<file path="src/rtl/uart_fifo_periph.sv">
// uart_fifo_periph: memory-mapped UART for the MIPS peripheral bus.
//
// Registers (full 32-bit address compare):
//   BASE_ADDR+0  TXD  write pushes wdata[7:0] into the TX FIFO; read returns last written byte
//   BASE_ADDR+4  RXD  read returns RX FIFO head (0 when empty) and pops it
//   BASE_ADDR+8  CON  [0]TX_EN [1]RX_EN [2]TX_EMPTY [3]RX_AVAIL [4]TX_BUSY [5]TX_FULL
//                     [6]RX_OVR(w1c) [7]FRAME_ERR(w1c) [8]IRQ_EN [9]PAR_ERR(w1c)
//
// Ports:
//   clk      system clock, all logic on posedge
//   reset    synchronous active-high reset
//   rd, wr   bus read / write strobes
//   addr     bus byte address
//   wdata    bus write data
//   rdata    combinational read data, 0 unless rd hits a register
//   uart_rx  asynchronous serial input
//   uart_tx  serial output, idles high
//   irq      level interrupt
//
// Build option: define UART_PARITY_EN for an even parity bit after the data bits (11-bit frame);
// otherwise frames are 10 bits and CON[9] reads 0.
module uart_fifo_periph #(
    parameter logic [31:0] BASE_ADDR  = 32'h4000_0018,
    parameter int unsigned DIVISOR    = 651,
    parameter int unsigned FIFO_DEPTH = 8
) (
    input  logic        clk,
    input  logic        reset,
    input  logic        rd,
    input  logic        wr,
    input  logic [31:0] addr,
    input  logic [31:0] wdata,
    output logic [31:0] rdata,
    input  logic        uart_rx,
    output logic        uart_tx,
    output logic        irq
);
    localparam int unsigned AW = $clog2(FIFO_DEPTH);
    localparam int unsigned CW = AW + 1;
    localparam int unsigned DW = $clog2(DIVISOR);
    localparam logic [31:0] RXD_ADDR = BASE_ADDR + 32'd4;
    localparam logic [31:0] CON_ADDR = BASE_ADDR + 32'd8;
    localparam logic [CW-1:0] DEPTH = CW'(FIFO_DEPTH);

    localparam logic [2:0] S_IDLE  = 3'd0;
    localparam logic [2:0] S_START = 3'd1;
    localparam logic [2:0] S_DATA  = 3'd2;
    localparam logic [2:0] S_STOP  = 3'd4;
`ifdef UART_PARITY_EN
    localparam logic [2:0] S_PARITY     = 3'd3;
    localparam logic [2:0] S_AFTER_DATA = S_PARITY;
`else
    localparam logic [2:0] S_AFTER_DATA = S_STOP;
`endif

    // Bus decode
    logic sel_txd, sel_rxd, sel_con, wr_txd, wr_con;
    assign sel_txd = (addr == BASE_ADDR);
    assign sel_rxd = (addr == RXD_ADDR);
    assign sel_con = (addr == CON_ADDR);
    assign wr_txd  = wr & sel_txd;
    assign wr_con  = wr & sel_con;

    // 16x oversample tick
    logic [DW-1:0] div_q;
    logic          tick;
    assign tick = (div_q == DW'(DIVISOR - 1));
    always_ff @(posedge clk) begin
        if (reset || tick) div_q <= '0;
        else               div_q <= div_q + DW'(1);
    end

    // Control / status registers
    logic       tx_en_q, rx_en_q, irq_en_q, rx_ovr_q, frame_err_q;
    logic [7:0] txd_last_q;
    logic       rx_ovr_set, frame_set;

    // TX FIFO
    logic [7:0]    tx_mem [FIFO_DEPTH];
    logic [AW-1:0] tx_wp_q, tx_rp_q;
    logic [CW-1:0] tx_cnt_q;
    logic          tx_empty, tx_full, tx_push, tx_pop;
    assign tx_empty = (tx_cnt_q == '0);
    assign tx_full  = (tx_cnt_q == DEPTH);
    // A push into a full FIFO is accepted only when a pop frees a slot in the same cycle.
    assign tx_push  = wr_txd & (~tx_full | tx_pop);

    always_ff @(posedge clk) begin
        if (reset) begin
            tx_wp_q  <= '0;
            tx_rp_q  <= '0;
            tx_cnt_q <= '0;
        end else begin
            if (tx_push) tx_wp_q <= tx_wp_q + AW'(1);
            if (tx_pop)  tx_rp_q <= tx_rp_q + AW'(1);
            if (tx_push && !tx_pop)      tx_cnt_q <= tx_cnt_q + CW'(1);
            else if (!tx_push && tx_pop) tx_cnt_q <= tx_cnt_q - CW'(1);
        end
    end
    always_ff @(posedge clk) begin
        if (tx_push) tx_mem[tx_wp_q] <= wdata[7:0];
    end

    // TX FSM
    logic [2:0] tx_state_q, tx_bit_q;
    logic [3:0] tx_tick_q;
    logic [7:0] tx_shift_q;
    logic       tx_start_ok;
`ifdef UART_PARITY_EN
    logic       tx_par_q;
`endif
    assign tx_start_ok = tx_en_q & ~tx_empty;
    // Pop on entry to START, either from IDLE or straight out of STOP for back-to-back frames.
    assign tx_pop = tick & tx_start_ok &
                    ((tx_state_q == S_IDLE) | ((tx_state_q == S_STOP) & (tx_tick_q == 4'd15)));

    always_ff @(posedge clk) begin
        if (reset) begin
            tx_state_q <= S_IDLE;
            tx_tick_q  <= '0;
            tx_bit_q   <= '0;
            tx_shift_q <= '0;
`ifdef UART_PARITY_EN
            tx_par_q   <= 1'b0;
`endif
        end else if (tick) begin
            if (tx_state_q == S_IDLE || (tx_state_q == S_STOP && tx_tick_q == 4'd15)) begin
                tx_tick_q <= '0;
                if (tx_start_ok) begin
                    tx_state_q <= S_START;
                    tx_shift_q <= tx_mem[tx_rp_q];
`ifdef UART_PARITY_EN
                    tx_par_q   <= ^tx_mem[tx_rp_q];
`endif
                end else begin
                    tx_state_q <= S_IDLE;
                end
            end else begin
                tx_tick_q <= tx_tick_q + 4'd1;
                if (tx_tick_q == 4'd15) begin
                    case (tx_state_q)
                        S_START: begin
                            tx_state_q <= S_DATA;
                            tx_bit_q   <= '0;
                        end
                        S_DATA: begin
                            tx_shift_q <= tx_shift_q >> 1;
                            tx_bit_q   <= tx_bit_q + 3'd1;
                            if (tx_bit_q == 3'd7) tx_state_q <= S_AFTER_DATA;
                        end
`ifdef UART_PARITY_EN
                        S_PARITY: tx_state_q <= S_STOP;
`endif
                        default: tx_state_q <= S_IDLE;
                    endcase
                end
            end
        end
    end

    always_comb begin
        case (tx_state_q)
            S_START: uart_tx = 1'b0;
            S_DATA:  uart_tx = tx_shift_q[0];
`ifdef UART_PARITY_EN
            S_PARITY: uart_tx = tx_par_q;
`endif
            default: uart_tx = 1'b1;
        endcase
    end

    // RX synchroniser
    logic rx_s1_q, rx_s2_q;
    always_ff @(posedge clk) begin
        if (reset) begin
            rx_s1_q <= 1'b1;
            rx_s2_q <= 1'b1;
        end else begin
            rx_s1_q <= uart_rx;
            rx_s2_q <= rx_s1_q;
        end
    end

    // RX FIFO
    logic [7:0]    rx_mem [FIFO_DEPTH];
    logic [AW-1:0] rx_wp_q, rx_rp_q;
    logic [CW-1:0] rx_cnt_q;
    logic          rx_empty, rx_full, rx_push_req, rx_push, rx_pop;
    assign rx_empty   = (rx_cnt_q == '0);
    assign rx_full    = (rx_cnt_q == DEPTH);
    assign rx_pop     = rd & sel_rxd & ~rx_empty;
    assign rx_push    = rx_push_req & (~rx_full | rx_pop);
    assign rx_ovr_set = rx_push_req & rx_full & ~rx_pop;

    // RX FSM
    logic [2:0] rx_state_q, rx_bit_q;
    logic [3:0] rx_tick_q;
    logic [7:0] rx_shift_q;
    logic       rx_abort, rx_sample, rx_stop_sample;
    // Clearing RX_EN drops the frame in the same cycle as the CON write.
    assign rx_abort       = ~rx_en_q | (wr_con & ~wdata[1]);
    assign rx_sample      = tick & (rx_tick_q == 4'd7);
    assign rx_stop_sample = ~rx_abort & rx_sample & (rx_state_q == S_STOP);
    assign frame_set      = rx_stop_sample & ~rx_s2_q;
`ifdef UART_PARITY_EN
    logic rx_par_bad_q, par_set, par_err_q;
    assign par_set     = ~rx_abort & rx_sample & (rx_state_q == S_PARITY) &
                         (rx_s2_q != ^rx_shift_q);
    assign rx_push_req = rx_stop_sample & rx_s2_q & ~rx_par_bad_q;
`else
    assign rx_push_req = rx_stop_sample & rx_s2_q;
`endif

    always_ff @(posedge clk) begin
        if (reset) begin
            rx_state_q <= S_IDLE;
            rx_tick_q  <= '0;
            rx_bit_q   <= '0;
            rx_shift_q <= '0;
        end else if (rx_abort) begin
            rx_state_q <= S_IDLE;
            rx_tick_q  <= '0;
        end else if (rx_state_q == S_IDLE) begin
            if (!rx_s2_q) begin
                rx_state_q <= S_START;
                rx_tick_q  <= '0;
            end
        end else if (tick) begin
            rx_tick_q <= rx_tick_q + 4'd1;
            case (rx_state_q)
                S_START: begin
                    if (rx_tick_q == 4'd7 && rx_s2_q) begin
                        rx_state_q <= S_IDLE;  // false start
                    end else if (rx_tick_q == 4'd15) begin
                        rx_state_q <= S_DATA;
                        rx_bit_q   <= '0;
                    end
                end
                S_DATA: begin
                    if (rx_tick_q == 4'd7) rx_shift_q <= {rx_s2_q, rx_shift_q[7:1]};
                    if (rx_tick_q == 4'd15) begin
                        rx_bit_q <= rx_bit_q + 3'd1;
                        if (rx_bit_q == 3'd7) rx_state_q <= S_AFTER_DATA;
                    end
                end
`ifdef UART_PARITY_EN
                S_PARITY: if (rx_tick_q == 4'd15) rx_state_q <= S_STOP;
`endif
                // Return to IDLE at the stop sample so the next start edge is caught early.
                S_STOP:  if (rx_tick_q == 4'd7) rx_state_q <= S_IDLE;
                default: rx_state_q <= S_IDLE;
            endcase
        end
    end

`ifdef UART_PARITY_EN
    always_ff @(posedge clk) begin
        if (reset) begin
            rx_par_bad_q <= 1'b0;
            par_err_q    <= 1'b0;
        end else begin
            if (rx_sample && rx_state_q == S_PARITY) rx_par_bad_q <= (rx_s2_q != ^rx_shift_q);
            par_err_q <= (par_err_q & ~(wr_con & wdata[9])) | par_set;
        end
    end
`endif

    always_ff @(posedge clk) begin
        if (reset) begin
            rx_wp_q  <= '0;
            rx_rp_q  <= '0;
            rx_cnt_q <= '0;
        end else begin
            if (rx_push) rx_wp_q <= rx_wp_q + AW'(1);
            if (rx_pop)  rx_rp_q <= rx_rp_q + AW'(1);
            if (rx_push && !rx_pop)      rx_cnt_q <= rx_cnt_q + CW'(1);
            else if (!rx_push && rx_pop) rx_cnt_q <= rx_cnt_q - CW'(1);
        end
    end
    always_ff @(posedge clk) begin
        if (rx_push) rx_mem[rx_wp_q] <= rx_shift_q;
    end

    // Sticky flags: a hardware set wins over a clearing write in the same cycle.
    always_ff @(posedge clk) begin
        if (reset) begin
            tx_en_q     <= 1'b1;
            rx_en_q     <= 1'b1;
            irq_en_q    <= 1'b0;
            rx_ovr_q    <= 1'b0;
            frame_err_q <= 1'b0;
            txd_last_q  <= '0;
        end else begin
            if (wr_con) begin
                tx_en_q  <= wdata[0];
                rx_en_q  <= wdata[1];
                irq_en_q <= wdata[8];
            end
            if (wr_txd) txd_last_q <= wdata[7:0];
            rx_ovr_q    <= (rx_ovr_q & ~(wr_con & wdata[6])) | rx_ovr_set;
            frame_err_q <= (frame_err_q & ~(wr_con & wdata[7])) | frame_set;
        end
    end

    // Read mux
    logic [31:0] con_word;
    always_comb begin
        con_word    = '0;
        con_word[0] = tx_en_q;
        con_word[1] = rx_en_q;
        con_word[2] = tx_empty;
        con_word[3] = ~rx_empty;
        con_word[4] = (tx_state_q != S_IDLE);
        con_word[5] = tx_full;
        con_word[6] = rx_ovr_q;
        con_word[7] = frame_err_q;
        con_word[8] = irq_en_q;
`ifdef UART_PARITY_EN
        con_word[9] = par_err_q;
`endif
    end

    always_comb begin
        rdata = '0;
        if (rd) begin
            if (sel_txd)      rdata = {24'b0, txd_last_q};
            else if (sel_rxd) rdata = rx_empty ? 32'b0 : {24'b0, rx_mem[rx_rp_q]};
            else if (sel_con) rdata = con_word;
        end
    end

`ifdef UART_PARITY_EN
    assign irq = irq_en_q & (~rx_empty | rx_ovr_q | frame_err_q | par_err_q);
    logic unused_wdata;
    assign unused_wdata = ^wdata[31:10];
`else
    assign irq = irq_en_q & (~rx_empty | rx_ovr_q | frame_err_q);
    logic unused_wdata;
    assign unused_wdata = ^wdata[31:9];
`endif

endmodule

</file>
<file path="config.mk">
export PLATFORM = sky130hd
export DESIGN_NAME = uart_fifo_periph
export DESIGN_NICKNAME = d
export VERILOG_FILES = /design/src/rtl/uart_fifo_periph.sv
export SDC_FILE = /design/constraint.sdc
export NUM_CORES = 1
export LEC_CHECK = 0
export CAP_MARGIN = 20
export CORE_MARGIN = 3
export CORE_UTILIZATION = 60
export CTS_CLUSTER_SIZE = 8
export DETAILED_ROUTE_END_ITERATION = 16
export HOLD_SLACK_MARGIN = 0.06
export PLACE_DENSITY = 0.86
export RECOVER_POWER = 100
export SETUP_SLACK_MARGIN = 0.5
export SLEW_MARGIN = 15
export SYNTH_ARGS = -nofsm -noshare
export SYNTH_HDL_FRONTEND = slang
export SYNTH_SLANG_ARGS = --single-unit
</file>
<file path="constraint.sdc">
create_clock -name clk -period 4.9 [get_ports clk]
set_input_delay 0.735 -clock clk [delete_from_list [all_inputs] [get_ports clk]]
set_output_delay 0.735 -clock clk [all_outputs]
set_load 0.02 [all_outputs]
</file>
# After elaboration in Yosys (flattened, before gate mapping)
# Memories as Yosys holds them, arrays and structs flattened. A register that Yosys moved wholly into a read port is not among the register bits.
# Index checks and enable logic that the tools add are counted.
# Widths: inputs -> output; s select.
# totals
regBits	81
latchBits	0
ram_bits	128
mem_bits_ro	0
word_cells	186
n_memories	2
# memory_table
name	words	width	rd	rd_clocked_by_memory_dff	wr	line	source
rx_mem	8	8	1	1	1	185	logic [7:0] rx_mem [FIFO_DEPTH];
tx_mem	8	8	1	1	1	79	logic [7:0] tx_mem [FIFO_DEPTH];
# op_classes
add_sub_neg	13
mul	0
div	0
n_lt_le_gt_ge	0
eq_ne	27
n_shift	0
mux	45
bitwise	44
n_reduce_logical	32
# ops
op	n
$eq 32x31->1 const B	3
$mux 3	18
$mux 8	5
$mux 9	4
$mux 4	8
$and 1x1->1	23
$add 3x1->3 const B	6
$pmux 3 s2	3
$add 4x1->4 const B	4
$eq 4x4->1 const B	4
$reduce_bool 2->1	7
$not 1->1	13
$eq 3x3->1 const B	4
$add 10x1->10 const B	1
$eq 10x10->1 const B	1
$ne 2x2->1 const B	5
$ne 3x3->1 const B	3
$pmux 3 s3	1
$logic_not 4->1	2
$or 1x1->1	8
$reduce_and 4->1	2
$sub 4x1->4 const B	2
$reduce_and 7->1	1
$eq 3x1->1 const B	2
other kinds (16)	31

# Longest topological paths before layout
# logic_depth
ltp_word	13
ltp_mapped	15
depth_no_buf	15

# Worst setup path before layout
# Ideal clock, no wire load.
# synth_path
path_kind	input to register
startpoint	input port addr[10]
endpoint	register rx_cnt_q[3]
setup_ns	0.070
arrival_ns	3.435
path_slack_ns	1.395
stages	14
n_path_buf	2
cell_sequence	nor4_1 and4_1 buf_4 nand4_2 a2111oi_4 buf_6 ha_1 inv_1 ha_1 a21o_1 a21oi_1 xnor2_1 or3_1 a21oi_1
# synth_via
elab_chain_cells	12
# synth_lines
item	line	source
start: declaration	31	input logic [31:0] addr,
$eq 32x31->1	60	assign sel_con = (addr == CON_ADDR);
$and 1x1->1	62	assign wr_con = wr & sel_con;
$and 1x1->1	201	assign rx_abort = ~rx_en_q | (wr_con & ~wdata[1]);
$or 1x1->1	201	
$not 1->1 (no line)	-	
$and 1x1->1 (2 in series)	203	assign rx_stop_sample = ~rx_abort & rx_sample & (rx_state_q == S_STOP);
$and 1x1->1	211	assign rx_push_req = rx_stop_sample & rx_s2_q;
$and 1x1->1 *	192	assign rx_push = rx_push_req & (~rx_full | rx_pop);
via rx_push	188	logic rx_empty, rx_full, rx_push_req, rx_push, rx_pop;
$logic_not 1->1	277	else if (!rx_push && rx_pop) rx_cnt_q <= rx_cnt_q - CW'(1);
$logic_and 1x1->1	277	
$reduce_bool 2->1 (no line)	-	
end signal: assignment	276	if (rx_push && !rx_pop) rx_cnt_q <= rx_cnt_q + CW'(1);
end signal: assignment	277	
end: declaration	187	logic [CW-1:0] rx_cnt_q;
# Mark *: on every way through the listed nets, which the timed path passes. The rest lies on a longest branch.
# A chain may end at the register's enable or synchronous reset.

# Worst setup path in the final report
# layout_path
startpoint	input port addr[10]
endpoint	output port rdata[4]
# layout_via
elab_chain_cells	5
# layout_lines
item	line	source
$eq 32x31->1	60	
$mux 9	328	else if (sel_con) rdata = con_word;
$mux 9	327	else if (sel_rxd) rdata = rx_empty ? 32'b0 : {24'b0, rx_mem[rx_rp_q]};
$mux 9 *	326	if (sel_txd) rdata = {24'b0, txd_last_q};
$mux 9 *	325	if (rd) begin
end: declaration	33	output logic [31:0] rdata,
# Every way passes the cells marked *; elsewhere a longest branch is shown, timed or not.

==> impl_metrics.toml <==
[run_status]
run_status = "finished, violations left"
failed_checks = "capacitance limit, slew limit"

[cts]
cts_htree_levels = 1
clk_pin_slew_ns = 0.04
cts_inserted_buffers = 30
clock_tree_from_tritoncts = "yes"
clk-insertion-delay-late_ns = 0.56
cts_hold_buf = 0
post_cts.repair.setup_buffers = 0
root_buffer = "sky130_fd_sc_hd__clkbuf_16"
tritoncts_num_sinks = 215
clk_path_buf_depth = 3

[grt]
grt.overflow.total = 0
grt_pass1_vias = 6266
grt_pass1_wl_mm = 33.1
grt_start_max_net_pins = 47
grt_antenna_before_repair = 0
globalRouteTotalUtil_pct = 23.9

[route]
drcViolationCount = 0
route.vias.total = 6104
drtIter0Drc = 517
postRouteAntennaNets = 0
wl_cell_um = 20.3
dr.pass1.iters = 5
wl_mm = 20.4
vias_per_cell = 6.06

[layout]
layout.area.seq_um2 = 5590
instances_no_fill = 1007
flow.area_growth_from_synthesis_pct = 15.5
multi_input_area_um2 = 3510
num-fill-cells = 1005
finish.net_count = 866
n_antenna_cell = 0
fin_util_pct = 71.1
layout-drive-gt1-share_pct = 9.92

[sta]
final-setup-viol-count = 0
drv_slew = 56
total_negative_setup_slack_ns = 0
holdWs_ns = 0.410
timing.final.hold_violations = 0
finClkSkew_ns = 0.0482
max_slew.worst_pin.slew_ns = 2.10
post-route-min-period_ns = 4.29
final.period_utilization_pct = 87.6
slew-limit-headroom_pct = -40.8
rsz0062_at_grt = "no"
maximum_frequency_from_static_timing_analysis_mhz = 233
post-route-worst-setup-slack_ns = 0.606

[floorplan]
io_pins = 103
design.core.area_um2 = 15300
floorplan.die.width_um = 131
die_height_um = 131
initial_core_util_pct = 61.6
rows = 45
die_area_um2 = 17300

[synthesis]
mean_instance_size_in_the_synthesized_netlist_um2 = 13.3
synth_area_leader_cell = "sky130_fd_sc_hd__edfxtp_1"
synth_common_cells = "sky130_fd_sc_hd__edfxtp_1, sky130_fd_sc_hd__dfxtp_1, sky130_fd_sc_hd__nor2_1"
postSynth.asyncResetShare_pct = 0
post_synth_inst_count = 709
postSynthRegisterBits = 215
synth_enable_flop_cells = 128
proportion_of_netlist_area_held_by_the_largest_area_contributor_pct = 40.8
synth_cell_type_count = 73
yosys.cell_count.top_type = "sky130_fd_sc_hd__edfxtp_1"
ys.warnings.count = 0
synth_top_flop_cell = "sky130_fd_sc_hd__edfxtp_1"
synth-seq-area-share_pct = 59.3
yosys-top-cells-area = "sky130_fd_sc_hd__edfxtp_1, sky130_fd_sc_hd__dfxtp_1, sky130_fd_sc_hd__mux4_2"
post_synth_instance_area_um2 = 9430

[run]
cap_violations = 2

[placed_design]
dp_slack_ns = 0.563
dp_cell_count = 955
io_buffer_count = 56
globalplace.congestion = 0.765
dp.final_hpwl_mm = 13.1

[worst_setup_path]
critical_path_depth = 7
cp_slowest_stage_delay_ns = 0.69
critical_path_class = "input port to primary output"
critical_path.endpoint_type = "primary output"
cp.arrival_ns = 3.56
critPathMaxFanout = 8
critical-path-slowest-cell = "sky130_fd_sc_hd__dlygate4sd3_1"
cells_along_the_critical_path = "clkdlybuf4s50_1, nor4_1, and4_1, nand3_1, o22ai_1, and2_1, dlygate4sd3_1"
worst-endpoint-required_ns = 4.16
start_kind = "input port"
critPathBufInv = 2
critical-path-top-delay-family = "simple AND/OR/NAND/NOR gates"
r2r.worst_path.cells = 15

[power_and_ir_drop]
p_leak_nw = 3.91
cellPowerDensity_nw_per_um2 = 360
vdd_ir_drop_max_mv = 0.452

[hold_path]
whs_path_depth = 1
class_of_the_tightest_hold_or_removal_check = "flip-flop to flip-flop"
-- flip-flops by register name, indices dropped and copies added, names as in the netlist, 4 cells and up, named ones only --
signal	count
rx_mem	64
tx_mem	64
div_q	10
rx_shift_q	8
tx_shift_q	8
txd_last_q	8
rx_cnt_q	4
rx_tick_q	4
tx_cnt_q	4
tx_tick_q	4
-- cell type report --
class,instances,share of cell area (%)
flip-flops and latches,215,51.3
multi-input cells,449,32.2
clock buffers,50,7.59
repair buffers,71,5.82
well taps,211,2.43
inverters,10,0.345
clock inverters,1,0.276
-- metrics by stage --
stage                     power, mW  cell area, µm²
after floorplan                2.04            9510
after global placement         2.08           10100
after detailed placement       2.09           10100
after CTS                      3.93           11000
after global routing           4.03           10900
final                          3.92           10900
-- final timing paths --
kind	from	endpoint	slack, ns
setup reg to reg	div_q[0]	rx_cnt_q[3]	0.85
setup / recovery	addr[10]	rdata[4]	0.61
hold reg to reg	rx_s1_q	rx_s2_q	0.41
hold / removal	rx_s1_q	rx_s2_q	0.41
-- placed cells by master (no fill, tap or decap), types with 15 or more instances in the layout --
cell,netlist,routed
sky130_fd_sc_hd__clkbuf_1,19,32
sky130_fd_sc_hd__clkbuf_16,0,30
sky130_fd_sc_hd__a21oi_1,36,36
sky130_fd_sc_hd__nand2_1,21,21
sky130_fd_sc_hd__dlygate4sd3_1,0,18
sky130_fd_sc_hd__mux2i_1,41,41
sky130_fd_sc_hd__nand3_1,14,15
sky130_fd_sc_hd__ha_1,18,18
sky130_fd_sc_hd__edfxtp_1,128,128
sky130_fd_sc_hd__dfxtp_1,87,86
sky130_fd_sc_hd__mux4_2,32,32
sky130_fd_sc_hd__conb_1,1,23
sky130_fd_sc_hd__clkdlybuf4s50_1,0,37
sky130_fd_sc_hd__nor2_1,77,77
-- power breakdown --
| group | total [mW] | switching (mW) | leakage, nW | internal [mW] |
|---|---|---|---|---|
| Sequential | 1.92 | 0.00676 | 2.02 | 1.91 |
| Clock | 1.86 | 0.728 | 0.405 | 1.13 |
| Combinational | 0.136 | 0.0833 | 1.48 | 0.0528 |
| Total | 3.92 | 0.818 | 3.91 | 3.10 |
-- metal layers --
layer	GRT usage (%)	wire length [µm]
met1	31.4	8160
met2	41.9	10700
met3	3.45	1160
met4	6.53	398
met5	0	0
-- timing repair --
item	in CTS	in global routing
gates resized for setup	0	1
setup endpoints to repair	0	1
endpoints found under the hold margin	0	0
-- logic make-up (layout without fill, tap and decap cells) --
| family | Yosys count | in the layout | share of synthesized area, % |
|---|---|---|---|
| xor gates and xnor gates | 18 | 18 | 1.67 |
| adders and majority gates | 20 | 20 | 2.81 |
| DFF | 215 | 215 | 59.3 |
| muxes | 77 | 77 | 12.5 |
| other | 1 | 23 | 0.0398 |
| AOI/OAI and AO/OA | 94 | 94 | 7.07 |
| buffers and inverters | 67 | 132 | 3.82 |
| and+or+nand+nor | 217 | 217 | 12.8 |
Note: power is estimated with default switching activity, not from simulation.
